--- src/rtl/serial_top_k_pkg.sv ---
// Shared types and constants for the streaming top-K ranker.
package serial_top_k_pkg;

  typedef enum logic {
    COLLECT = 1'b0,
    EMIT    = 1'b1
  } state_t;

  localparam int MODE_MAX = 0;
  localparam int MODE_MIN = 1;

endpackage

--- src/rtl/serial_top_k_cmp.sv ---
// Strict "a is better than b" compare for one ranking slot.
module top_k_cmp #(
  parameter int WIDTH      = 8,
  parameter int MODE_MIN   = 0,
  parameter int SIGNED_CMP = 1
) (
  input  logic [WIDTH-1:0] a,
  input  logic [WIDTH-1:0] b,
  output logic             better
);

  logic gt;
  logic lt;

  // Ordering picks greater or less; signedness picks the interpretation.
  always_comb begin
    if (SIGNED_CMP != 0) begin
      gt = ($signed(a) > $signed(b));
      lt = ($signed(a) < $signed(b));
    end else begin
      gt = (a > b);
      lt = (a < b);
    end
    better = (MODE_MIN == serial_top_k_pkg::MODE_MAX) ? gt : lt;
  end

endmodule

--- src/rtl/serial_top_k.sv ---
// Streaming top-K ranker: collects a frame into a sorted table, then
// emits the ranked entries best-first.
//
//   state   | meaning
//   COLLECT | accept samples, insert each into the sorted table
//   EMIT    | present slot[ptr] downstream, advance on handshake
module serial_top_k #(
  parameter int WIDTH      = 8,
  parameter int K          = 4,
  parameter int IDX_W      = 8,
  parameter int MODE_MIN   = 0,
  parameter int SIGNED_CMP = 1
) (
  input  logic                             clk,
  input  logic                             rst,
  input  logic                             in_valid,
  output logic                             in_ready,
  input  logic [WIDTH-1:0]                 in_data,
  input  logic                             in_last,
  output logic                             out_valid,
  input  logic                             out_ready,
  output logic [WIDTH-1:0]                 out_data,
  output logic [IDX_W-1:0]                 out_index,
  output logic [((K > 1) ? $clog2(K) : 1)-1:0] out_rank,
  output logic                             out_last
);
  import serial_top_k_pkg::*;

  localparam int RANK_W = (K > 1) ? $clog2(K) : 1;

  state_t             state;
  logic [RANK_W-1:0]  ptr;
  logic [IDX_W-1:0]   idx;
  logic [K-1:0]       slot_valid;
  logic [WIDTH-1:0]   slot_data  [K];
  logic [IDX_W-1:0]   slot_index [K];

  logic [K-1:0]       nxt_valid;
  logic [WIDTH-1:0]   nxt_data   [K];
  logic [IDX_W-1:0]   nxt_index  [K];
  logic [K-1:0]       take;
  logic [K-1:0]       found;

  logic [WIDTH-1:0]   sel_data;
  logic [IDX_W-1:0]   sel_index;
  logic               last_c;
  logic [K:0]         vext;

  assign found[0] = 1'b0;
  assign vext     = {1'b0, slot_valid};

  // Shift-insert network: found[r] means the new sample lands above rank r,
  // so slot r inherits slot r-1; the first slot that takes gets the sample.
  for (genvar r = 0; r < K; r++) begin : g_slot
    logic beat;

    top_k_cmp #(
      .WIDTH      (WIDTH),
      .MODE_MIN   (MODE_MIN),
      .SIGNED_CMP (SIGNED_CMP)
    ) u_cmp (
      .a      (in_data),
      .b      (slot_data[r]),
      .better (beat)
    );

    assign take[r] = !slot_valid[r] || beat;

    if (r < K - 1) begin : g_chain
      assign found[r+1] = found[r] | take[r];
    end

    if (r == 0) begin : g_head
      assign nxt_valid[r] = take[r] ? 1'b1    : slot_valid[r];
      assign nxt_data[r]  = take[r] ? in_data : slot_data[r];
      assign nxt_index[r] = take[r] ? idx     : slot_index[r];
    end else begin : g_body
      assign nxt_valid[r] = found[r] ? slot_valid[r-1] :
                            (take[r] ? 1'b1 : slot_valid[r]);
      assign nxt_data[r]  = found[r] ? slot_data[r-1] :
                            (take[r] ? in_data : slot_data[r]);
      assign nxt_index[r] = found[r] ? slot_index[r-1] :
                            (take[r] ? idx : slot_index[r]);
    end
  end

  // Select the entry under the emit pointer and whether it is the last one.
  always_comb begin
    sel_data  = '0;
    sel_index = '0;
    last_c    = 1'b0;
    for (int r = 0; r < K; r++) begin
      if (ptr == RANK_W'(r)) begin
        sel_data  = slot_data[r];
        sel_index = slot_index[r];
        last_c    = !vext[r+1];
      end
    end
  end

  assign out_data  = out_valid ? sel_data  : '0;
  assign out_index = out_valid ? sel_index : '0;
  assign out_rank  = out_valid ? ptr       : '0;
  assign out_last  = out_valid & last_c;

  // Control FSM, table update and handshake flags.
  always_ff @(posedge clk) begin
    if (rst) begin
      state      <= COLLECT;
      ptr        <= '0;
      idx        <= '0;
      slot_valid <= '0;
      for (int r = 0; r < K; r++) begin
        slot_data[r]  <= '0;
        slot_index[r] <= '0;
      end
      in_ready   <= 1'b1;
      out_valid  <= 1'b0;
    end else begin
      case (state)
        COLLECT: begin
          if (in_valid && in_ready) begin
            slot_valid <= nxt_valid;
            slot_data  <= nxt_data;
            slot_index <= nxt_index;
            idx        <= idx + 1'b1;
            if (in_last) begin
              state     <= EMIT;
              ptr       <= '0;
              in_ready  <= 1'b0;
              out_valid <= 1'b1;
            end
          end
        end
        EMIT: begin
          if (out_valid && out_ready) begin
            if (last_c) begin
              state      <= COLLECT;
              slot_valid <= '0;
              idx        <= '0;
              ptr        <= '0;
              in_ready   <= 1'b1;
              out_valid  <= 1'b0;
            end else begin
              ptr <= ptr + 1'b1;
            end
          end
        end
        default: state <= COLLECT;
      endcase
    end
  end

endmodule

--- config.mk ---
export PLATFORM = sky130hd
export DESIGN_NAME = serial_top_k
export DESIGN_NICKNAME = d
export VERILOG_FILES = /design/src/rtl/serial_top_k_pkg.sv /design/src/rtl/serial_top_k_cmp.sv /design/src/rtl/serial_top_k.sv
export SDC_FILE = /design/constraint.sdc
export NUM_CORES = 1
export LEC_CHECK = 0
export BUFFER_PORTS_ARGS = -buffer_cell sky130_fd_sc_hd__buf_2
export CORE_MARGIN = 1
export CORE_UTILIZATION = 26
export DETAILED_ROUTE_END_ITERATION = 8
export RECOVER_POWER = 50
export SLEW_MARGIN = 10
export SYNTH_ARGS = -nofsm -noshare
export SYNTH_HDL_FRONTEND = slang
export SYNTH_SLANG_ARGS = --single-unit
--- constraint.sdc ---
create_clock -name clk -period 6.59 [get_ports clk]
set_clock_uncertainty 0.15 [all_clocks]
set_input_delay 1.977 -clock clk [delete_from_list [all_inputs] [get_ports clk]]
set_output_delay 1.977 -clock clk [all_outputs]
set_load 0.02 [all_outputs]
==> flow_summary.toml, run 1 <==
[cells_and_area]
design_area_um2 = 5660
nets = 723
syn2layout_area_growth_pct = 12.9
stdcell_count = 938
drive_gt1_share_pct = 9.00
diodes = 0

[global_routing]
grt_pass1_vias = 4004
met1_usage_pct = 17.9
track_usage_pct = 12.8
grt_util_met3_pct = 1.46
antenna_found_initial = 0
busiest_layer = "met2"
grt-ovfl-total = 0
grt_max_degree = 75
grt_pass1_wl_um = 20500
grt_use_met2_pct = 20.1

[synth]
synth.largest_area_cell = "dfxtp_1"
async_flop_share_pct = 0
synth-edff-count = 0
synthTopCellsByArea = "dfxtp_1 (32%), ha_1 (9.2%), nor2_1 (8.3%)"
synthCells = 664
synth_cell_types = 47
avgSynthCellArea_um2 = 7.55
synth_ff_type = "dfxtp_1"
synth.cell_area_um2 = 5010
synth-seq-area-share_pct = 32.4
ys_warn_count = 0
yosysTopAreaCellShare_pct = 32.4
syn_nets = 714
yosys_register_bits = 81

[power]
share_comb_of_total_power_pct = 17.9
powerDensity_nw_per_um2 = 229
ir_drop_mv = 0.132
power_leakage_nw = 2.23
p_int_uw = 921
p_clk_share_pct = 38.9
switching_share_pct = 29.1
p_sw_uw = 377
p_seq_share_pct = 43.2

[place]
gp_congestion = 0.789
portBuffers = 33
pre_cts_slack_ns = 1.77
placed_area_um2 = 5370
dp.cells = 922
post-dp-hpwl_um = 8900

[sta]
finalSetupViolCount = 0
final.setup.tns_ns = 0
setup_ws_ns = 1.68
final-hold-violation-count = 0
max_freq_mhz = 204
finalCritPeriodShare_pct = 74.5
tightest_slew_ns = 3.52
rsz0062_at_grt = "no"
relSlewSlack_pct = -135
drv_slew = 75
finalCriticalPeriod_ns = 4.91

[clock_network]
cts_tree = "yes"
cts.sinks = 81
clk_pin_slew_ns = 0.06
cts_htree_levels = 3
ctsHoldBuffers = 0
cts_setup_buffers = 0
cts.repair.resized = 0
clock_latency_ns = 0.34
clock_path_buffers = 2
cts-root-buf = "clkbuf_16"
numCtsBuffers = 9

[floorplanning]
core_um2 = 18800
die_x_um = 141
ioPinCount = 34
dieArea_um2 = 19800
rows = 50
dieHeight_um = 141
initial_core_util_pct = 26.6

[worst_setup_path]
cp.required_ns = 6.66
critPathMaxStageDelay_ns = 2.45
crit_chain = "buf_2 > clkbuf_1 > a21o_1 > nor2_1"
crit_path_end_kind = "flop"
crit_arrival_ns = 4.97
path_buf_inv = 2
crit_slowest_cell = "clkbuf_1"
path_delay_family = "buffers and inverters"
critical_path_class = "in -> reg"
crit_fanout = 74
worstSetupStartpointType = "input port"

[outcome]
status = "finished, violations left"
violations = "capacitance limit, slew limit"

[routing]
drtPass1Iterations = 4
vias_per_cell = 4.63
wl_um = 12100
drc = 0
routedWlPerCell_um = 12.9
drt_iter0_markers = 243
via_count = 4343
antenna_left = 0

[job]
maxCapViolCount = 1

[min_path]
hold_class = "reg -> reg"
[cells in the mapped netlist, types with 9 or more instances]
cell type,n
nor2_1,111
nand2_1,84
dfxtp_1,81
a21oi_1,72
a211oi_1,39
inv_1,38
ha_1,37
mux2i_1,30
clkbuf_1,29
o21ai_0,29
and2_1,18
a311oi_1,9
buf_2,9
[per-stage QoR]
stage / total power, mW / hold WS (ns) / util [%]
2_1_floorplan: 0.741 / 0.290 / -
3_3_place_gp: 0.800 / 0.303 / 28.5
3_5_place_dp: 0.804 / 0.311 / 28.5
4_1_cts: 1.31 / 0.316 / 30.1
5_1_grt: 1.37 / 0.330 / 30.0
6_report: 1.30 / 0.319 / 30.0
[layout make-up]
type / count / area, um2
clock buffer: 11 / 243
multi-input combinational: 501 / 3050
fill: 2030 / 13200
clock inverter: 5 / 55.1
timing repair buffer: 42 / 223
tap: 260 / 325
inverter: 38 / 143
sequential: 81 / 1620
[cells by family after synthesis]
family	share of synthesized area, %
mux	5.99
buf+inv	7.04
compound gates	22.3
xor+xnor	1.05
fa+ha+maj	9.24
flops	32.4
simple gates	22.1
[registers in the layout (all words and copies together) (netlist names)]
register / count
idx: 8
out_valid: 1
in_ready: 1
ptr: 2
slot_data: 32
slot_valid: 4
slot_index: 32
state: 1
[final timing paths]
| check | from | endpoint | slack (ns) | cells after the start |
|---|---|---|---|---|
| setup / recovery | rst | slot_valid[0]$_SDFFE_PP0P_ | 1.68 | 4 |
| hold / removal | slot_valid[2]$_SDFFE_PP0P_ | slot_valid[3]$_SDFFE_PP0P_ | 0.32 | 2 |
| setup reg to reg | ptr[0]$_SDFFE_PP0P_ | slot_valid[2]$_SDFFE_PP0P_ | 3.22 | 7 |
| hold reg to reg | slot_valid[2]$_SDFFE_PP0P_ | slot_valid[3]$_SDFFE_PP0P_ | 0.32 | 2 |
[worst register-to-register path: cells and delay by family (launching register included)]
kind | cells | cell delay [ns]
flops | 1 | 0.41
fa+ha+maj | 1 | 0.86
buf+inv | 1 | 0.28
simple gates | 1 | 0.05
compound gates | 4 | 1.36
[cell usage in the layout, fill, tap and decap left out, types with 3 or more instances in the layout]
| master | instances |
|---|---|
| ha_1 | 37 |
| inv_1 | 38 |
| and2_1 | 18 |
| o21ai_1 | 3 |
| nand2b_1 | 5 |
| nand2_1 | 84 |
| o21ai_0 | 29 |
| xor2_1 | 5 |
| mux2i_1 | 30 |
| clkbuf_1 | 7 |
| clkbuf_16 | 9 |
| nor2b_1 | 4 |
| a311oi_1 | 9 |
| buf_2 | 28 |
| a21oi_1 | 71 |
| a211oi_1 | 39 |
| a21o_1 | 5 |
| buf_4 | 8 |
| dfxtp_1 | 81 |
| nand3_1 | 7 |
| nor2_1 | 111 |
| nor3_1 | 3 |
| nand4_1 | 8 |
[power groups by stage]
| stage | registers, mW | logic, mW | clock network [mW] |
|---|---|---|---|
| after floorplan | 0.561 | 0.180 | 0 |
| after global placement | 0.571 | 0.229 | 0 |
| after detailed placement | 0.572 | 0.232 | 0 |
| after CTS | 0.561 | 0.233 | 0.518 |
| after global routing | 0.567 | 0.266 | 0.538 |
| final | 0.561 | 0.232 | 0.505 |
[per-layer routing]
metal  up-vias  share of wire, %
met1      1960                51
met4         0               1.7
met5         -                 0
met2        60                44
met3        11               2.5
li1       2312                 -
Power figures use the tool's default switching activity.
==> run 2, diff against run 1 <==
==> constraint.sdc (replaced) <==
create_clock -name clk -period 4.4 [get_ports clk]
set_clock_uncertainty 0.15 [all_clocks]
set_input_delay 1.32 -clock clk [delete_from_list [all_inputs] [get_ports clk]]
set_output_delay 1.32 -clock clk [all_outputs]
set_load 0.02 [all_outputs]
==> run 2 against run 1 <==
- combinational power increased by 54%
- highest routed layer unchanged
- global-route usage grew 1.2 points
- die area unchanged
- flip-flop and latch count stayed put
- largest power group unchanged
- critical path depth rose by 7
- core utilization increased by 0.22 points
- sequential power increased by 50%
- critical endpoint is now slot_index[7]$_SDFFE_PP0P_
- the run now ends clean
- hold slack got worse by 0.0016 ns
==> flow_summary.toml, run 2 (same netlist as run 1, synthesis figures left out) <==
[cells_and_area]
drive_gt1_share_pct = 10.1
syn2layout_area_growth_pct = 13.7
layout_common_cells = "nor2_1 (112), nand2_1 (84), dfxtp_1 (81)"
nets = 732
final_core_util_pct = 30.3
design_area_um2 = 5700
top_regs = "slot_data (32), slot_index (32), idx (8)"
final_common_cell = "nor2_1"
diodes = 0

[worst_setup_path]
critPathMostFrequentCell = "buf_2"
crit_path_end_kind = "flop"
crit_slowest_cell = "nor3_2"
path_delay_family = "simple AND/OR/NAND/NOR gates"
path_buf_inv = 2
critPathMaxStageDelay_ns = 0.70
crit_arrival_ns = 4.10
r2r-start = "slot_data[29]$_SDFFE_PP0P_"
crit_fanout = 32
cp.required_ns = 4.45
r2r_setup_slack_ns = 1.10
reg2reg_to = "slot_index[7]$_SDFFE_PP0P_"
reg2regPathDepth = 11
worstSetupStartpointType = "input port"
crit_chain = "buf_2 > ha_1 > a21o_1 > a2111oi_0 > a211o_1 > nand2_1 > nor3_2 > a21oi_2 > buf_2 > nor2_1 > a211oi_2"
critical_path_class = "in -> reg"

[sta]
tightest_slew_ns = 0.854
finalSetupViolCount = 0
finalCritPeriodShare_pct = 92.1
relSlewSlack_pct = 42.8
final.setup.tns_ns = 0
finalCriticalPeriod_ns = 4.05
final-hold-violation-count = 0
rsz0062_at_grt = "no"
hold_slack_ns = 0.317
max_freq_mhz = 247
drv_slew = 0

[routing]
met2WireLength_um = 6170
drtPass1Iterations = 4
antenna_left = 0
vias_per_cell = 4.65
drc = 0
wl_um = 13200
via_count = 4402
top_layer = "met4"
routedWlPerCell_um = 14.0
route.met3.wl_um = 375
drt_iter0_markers = 173
met1_length_um = 6430

[power]
share_comb_of_total_power_pct = 18.9
p_clk_share_pct = 36.7
p_seq_share_pct = 44.4
ir_drop_mv = 0.183
switching_share_pct = 30.2
power_leakage_nw = 2.26
p_total_mw = 1.89
p_int_mw = 1.32
powerDensity_nw_per_um2 = 332
p_sw_uw = 572

[clock_network]
ctsHoldBuffers = 0
clock_path_buffers = 2
cts.repair.resized = 0
cts.sinks = 81
cts_htree_levels = 3
cts_setup_buffers = 0
cts-root-buf = "clkbuf_16"
clk_pin_slew_ns = 0.06
numCtsBuffers = 9
cts_tree = "yes"
clock_latency_ns = 0.34

[floorplanning]
die_x_um = 141
dieArea_um2 = 19800
core_um2 = 18800
ioPinCount = 34
dieHeight_um = 141
rows = 50
initial_core_util_pct = 26.6

[global_routing]
grt_pass1_wl_um = 22100
track_usage_pct = 14.1
grt_pass1_vias = 4291
grt_max_degree = 42
antenna_found_initial = 0
grt-ovfl-total = 0

[min_path]
hold_class = "reg -> reg"
holdPathEnd = "slot_valid[3]$_SDFFE_PP0P_"
hp-start = "slot_valid[2]$_SDFFE_PP0P_"
min_path_cells = 2

[place]
placed_area_um2 = 5480
gp_congestion = 0.808
post-dp-hpwl_um = 9460
portBuffers = 33

[job]
maxCapViolCount = 0

[outcome]
status = "finished, final reports clean"
## run 2: cell types whose count changed in the layout (fill, tap and decap cells not counted), sizes merged
cell,change
clkbuf,-2
buf,+11
clkinvlp,-2
clkinv,+2
bufinv,-1
## run 2: power by group through the flow
stage | clock (mW) | combinational [mW] | sequential [mW]
2_1_floorplan | 0 | 0.270 | 0.840
3_3_place_gp | 0 | 0.362 | 0.855
3_5_place_dp | 0 | 0.366 | 0.857
4_1_cts | 0.709 | 0.368 | 0.840
5_1_grt | 0.749 | 0.411 | 0.850
6_report | 0.694 | 0.358 | 0.840
## run 2: how the worst max path moves through the flow
stage | startpoint | end | slack (ns) | cells past startpoint
floorplan | in_data[5] | slot_valid[3]$_SDFFE_PP0P_ | 0.92 | 10
global route | in_data[5] | slot_index[4]$_SDFFE_PP0P_ | 0.17 | 11
detailed placement | in_data[3] | slot_data[21]$_SDFFE_PP0P_ | 0.26 | 12
finish | in_data[5] | slot_index[7]$_SDFFE_PP0P_ | 0.35 | 11
CTS | ptr[0]$_SDFFE_PP0P_ | out_data[3] | 0.52 | 10
global placement | in_data[3] | slot_data[20]$_SDFFE_PP0P_ | 0.31 | 12
## run 2: final cells by class
type                            instances  area (um2)
Timing Repair Buffer                   51         313
Inverter                               38         143
Sequential cell                        81        1620
Clock buffer                           11         243
Clock inverter                          4        20.0
Tap cell                              260         325
Fill cell                            2029       13100
Multi-Input combinational cell        501        3030
## run 2: worst reg2reg max path, delay by kind of cell (launching register included)
kind | cells | cell delay (ns)
simple gates | 3 | 0.98
fa+ha+maj | 1 | 0.29
flops | 1 | 0.39
compound gates | 5 | 0.94
buf+inv | 2 | 0.42
## run 2: stage by stage
| stage | setup slack (ns) | instances |
|---|---|---|
| finish | 0.350 | 946 |
| global route | 0.167 | 946 |
| CTS | 0.517 | 946 |
| detailed placement | 0.260 | 931 |
| global placement | 0.312 | 931 |
| floorplan | 0.924 | 664 |
## run 2: routing by layer
metal / track usage, % / up-vias
met4: 4.29 / 0
li1: - / 2332
met2: 23.9 / 70
met3: 2.48 / 16
met5: 0 / -
met1: 18.1 / 1984
==> run 3, diff against run 2 <==
--- a/config.mk
+++ b/config.mk
@@ -9,8 +9,9 @@
 export CORE_MARGIN = 1
 export CORE_UTILIZATION = 26
 export DETAILED_ROUTE_END_ITERATION = 8
-export RECOVER_POWER = 50
+export RECOVER_POWER = 25
 export SLEW_MARGIN = 10
 export SYNTH_ARGS = -nofsm -noshare
 export SYNTH_HDL_FRONTEND = slang
+export SYNTH_HIERARCHICAL = 1
 export SYNTH_SLANG_ARGS = --single-unit
==> run 3 against run 2 <==
- hold slack better by 0.012 ns
- fmax is 3.5% higher
- final area is 1.1% higher
- critical path depth stayed put
- sequential share of layout area is 0.32 points lower
- clock-buffer cell count is 1 lower
- critical endpoint is now slot_valid[2]$_SDFFE_PP0P_
- die area is 0.64% higher
- highest routed layer is now met5
- largest power group unchanged
- combinational power is 3% lower
- cell count is 2.5% lower
- largest cell class unchanged
- critical path type unchanged
==> flow_summary.toml, run 3 <==
[outcome]
status = "finished, final reports clean"

[sta]
tightest_slew_ns = 1.14
final-hold-violation-count = 0
max_freq_mhz = 256
finalSetupViolCount = 0
relSlewSlack_pct = 24.1
hold_slack_ns = 0.329
drv_slew = 0
rsz0062_at_grt = "no"
finalCriticalPeriod_ns = 3.91
final.setup.tns_ns = 0
finalCritPeriodShare_pct = 88.9

[worst_setup_path]
r2r_setup_slack_ns = 1.41
crit_arrival_ns = 3.97
reg2reg_to = "slot_valid[2]$_SDFFE_PP0P_"
worstSetupStartpointType = "input port"
crit_fanout = 32
r2r-start = "slot_data[26]$_SDFFE_PP0P_"
critical_path_class = "in -> reg"
cp.required_ns = 4.45
reg2regPathDepth = 11
crit_path_end_kind = "flop"

[floorplanning]
rows = 50
ioPinCount = 34
die_x_um = 141
initial_core_util_pct = 26.8
dieHeight_um = 141
core_um2 = 18800
dieArea_um2 = 20000

[min_path]
hp-start = "slot_index[26]$_SDFFE_PP0P_"
holdPathEnd = "slot_index[26]$_SDFFE_PP0P_"
min_path_cells = 2
hold_class = "reg -> reg"

[cells_and_area]
layout_common_cells = "dfxtp_1 (81), nand2_1 (74), nor2_1 (64)"
nets = 707
diodes = 0
top_regs = "slot_data (32), slot_index (32), idx (8)"
drive_gt1_share_pct = 11.2
design_area_um2 = 5760
final_common_cell = "dfxtp_1"
syn2layout_area_growth_pct = 14.2
fillers = 2024

[synth]
synth.largest_area_cell = "dfxtp_1"
synth_ff_type = "dfxtp_1"
synth_cell_types = 47
yosys_register_bits = 81
yosysMostFrequentCell = "dfxtp_1"
synth-seq-area-share_pct = 32.1
synthCells = 645
async_flop_share_pct = 0
avgSynthCellArea_um2 = 7.82
synth.cell_area_um2 = 5040
syn_nets = 695
yosysTopAreaCellShare_pct = 32.1
synth-edff-count = 0
ys_warn_count = 6
yosys-top-cells-count = "dfxtp_1 (81), nand2_1 (74), nor2_1 (65)"
synthTopCellsByArea = "dfxtp_1 (32%), ha_1 (9.2%), mux2i_1 (6.3%)"

[global_routing]
grt_max_degree = 47
grt_pass1_vias = 4131
antenna_found_initial = 1
track_usage_pct = 13.6
grt-ovfl-total = 0
grt_pass1_wl_um = 21700

[place]
gp_congestion = 0.814
placed_area_um2 = 5450
portBuffers = 33
post-dp-hpwl_um = 9730

[power]
ir_drop_mv = 0.166
power_leakage_nw = 2.03
powerDensity_nw_per_um2 = 351

[clock_network]
clock_path_buffers = 2
clk_pin_slew_ns = 0.07
numCtsBuffers = 9
cts_setup_buffers = 0
cts.repair.resized = 0
cts.sinks = 81
cts_htree_levels = 3
cts-root-buf = "clkbuf_16"
cts_tree = "yes"
ctsHoldBuffers = 0
clock_latency_ns = 0.34

[routing]
drtPass1Iterations = 5
drt_iter0_markers = 326
vias_per_cell = 4.93
drc = 0
via_count = 4545
routedWlPerCell_um = 14.3
wl_um = 13200
antenna_left = 0

[job]
maxCapViolCount = 0
-- run 3: changes by cell type after synthesis, moves of 10 or more --
cell      previous run  this run
nand2_1             84        74
nor2_1             111        65
nand3_1              7        49
a21oi_1             72        57
nand3b_1             0        18
and2_1              18         3
-- run 3: worst max-delay path by stage --
| stage | start | to | slack (ns) |
|---|---|---|---|
| 3_5_place_dp | in_data[2] | slot_valid[2]$_SDFFE_PP0P_ | 0.35 |
| 4_1_cts | ptr[0]$_SDFFE_PP0P_ | out_last | 0.47 |
| 3_3_place_gp | in_data[2] | slot_valid[2]$_SDFFE_PP0P_ | 0.38 |
| 6_report | in_data[2] | slot_valid[2]$_SDFFE_PP0P_ | 0.49 |
| 5_1_grt | in_data[2] | slot_data[0]$_SDFFE_PP0P_ | 0.25 |
| 2_1_floorplan | in_data[2] | slot_index[2]$_SDFFE_PP0P_ | 0.98 |
-- run 3: cell type report --
cell class | count | area [um2] | share of cell area [%]
Tap cell | 260 | 325 | 5.64
Multi-Input combinational cell | 472 | 3030 | 52.6
Clock inverter | 6 | 91.3 | 1.58
Timing Repair Buffer | 50 | 294 | 5.10
Clock buffer | 10 | 239 | 4.15
Sequential cell | 81 | 1620 | 28.1
Inverter | 43 | 161 | 2.80
-- run 3: stage by stage --
step           setup slack, ns  util, %  cells  power (mW)
2_1_floorplan            0.983        -    645        1.11
3_3_place_gp             0.380     29.0    906        1.20
3_5_place_dp             0.355     29.0    906        1.21
4_1_cts                  0.468     30.7    922        2.04
5_1_grt                  0.248     30.6    922        2.13
6_report                 0.488     30.6    922        2.02
-- run 3: cell families (layout without fill, tap and decap cells) --
logic type / after synthesis / count (layout) / synth area share [%]
AOI/OAI and AO/OA: 162 / 162 / 21.7
xor gates and xnor gates: 6 / 6 / 1.04
adders and majority gates: 37 / 37 / 9.18
buffers and inverters: 92 / 109 / 7.69
DFF: 81 / 81 / 32.1
muxes: 32 / 32 / 6.35
and+or+nand+nor: 235 / 235 / 21.9
-- run 3: critical path, cell delays in order --
cell      delay, ns
clkbuf_1       0.33
ha_1           0.33
a21oi_1        0.12
o21ai_0        0.11
a41oi_1        0.22
a31oi_1        0.17
and4bb_1       0.55
buf_12         0.27
nand2_2        0.26
nand3_1        0.17
o311ai_1       0.10
-- run 3: layer usage --
metal  global-route usage, %  vias to the layer above  wire [um]
li1                        -                     2320          -
met1                    18.6                     2107       6440
met2                    21.8                       99       5980
met3                    1.89                       17        525
met4                    4.92                        2        212
met5                       0                        -         17
-- run 3: where the power goes --
part           switching [mW]  internal (mW)  leakage (nW)  total, mW
clock                   0.317          0.515         0.163      0.832
sequential             0.0519          0.789         0.664      0.841
combinational           0.212          0.137          1.20      0.349
total                   0.582           1.44          2.03       2.02
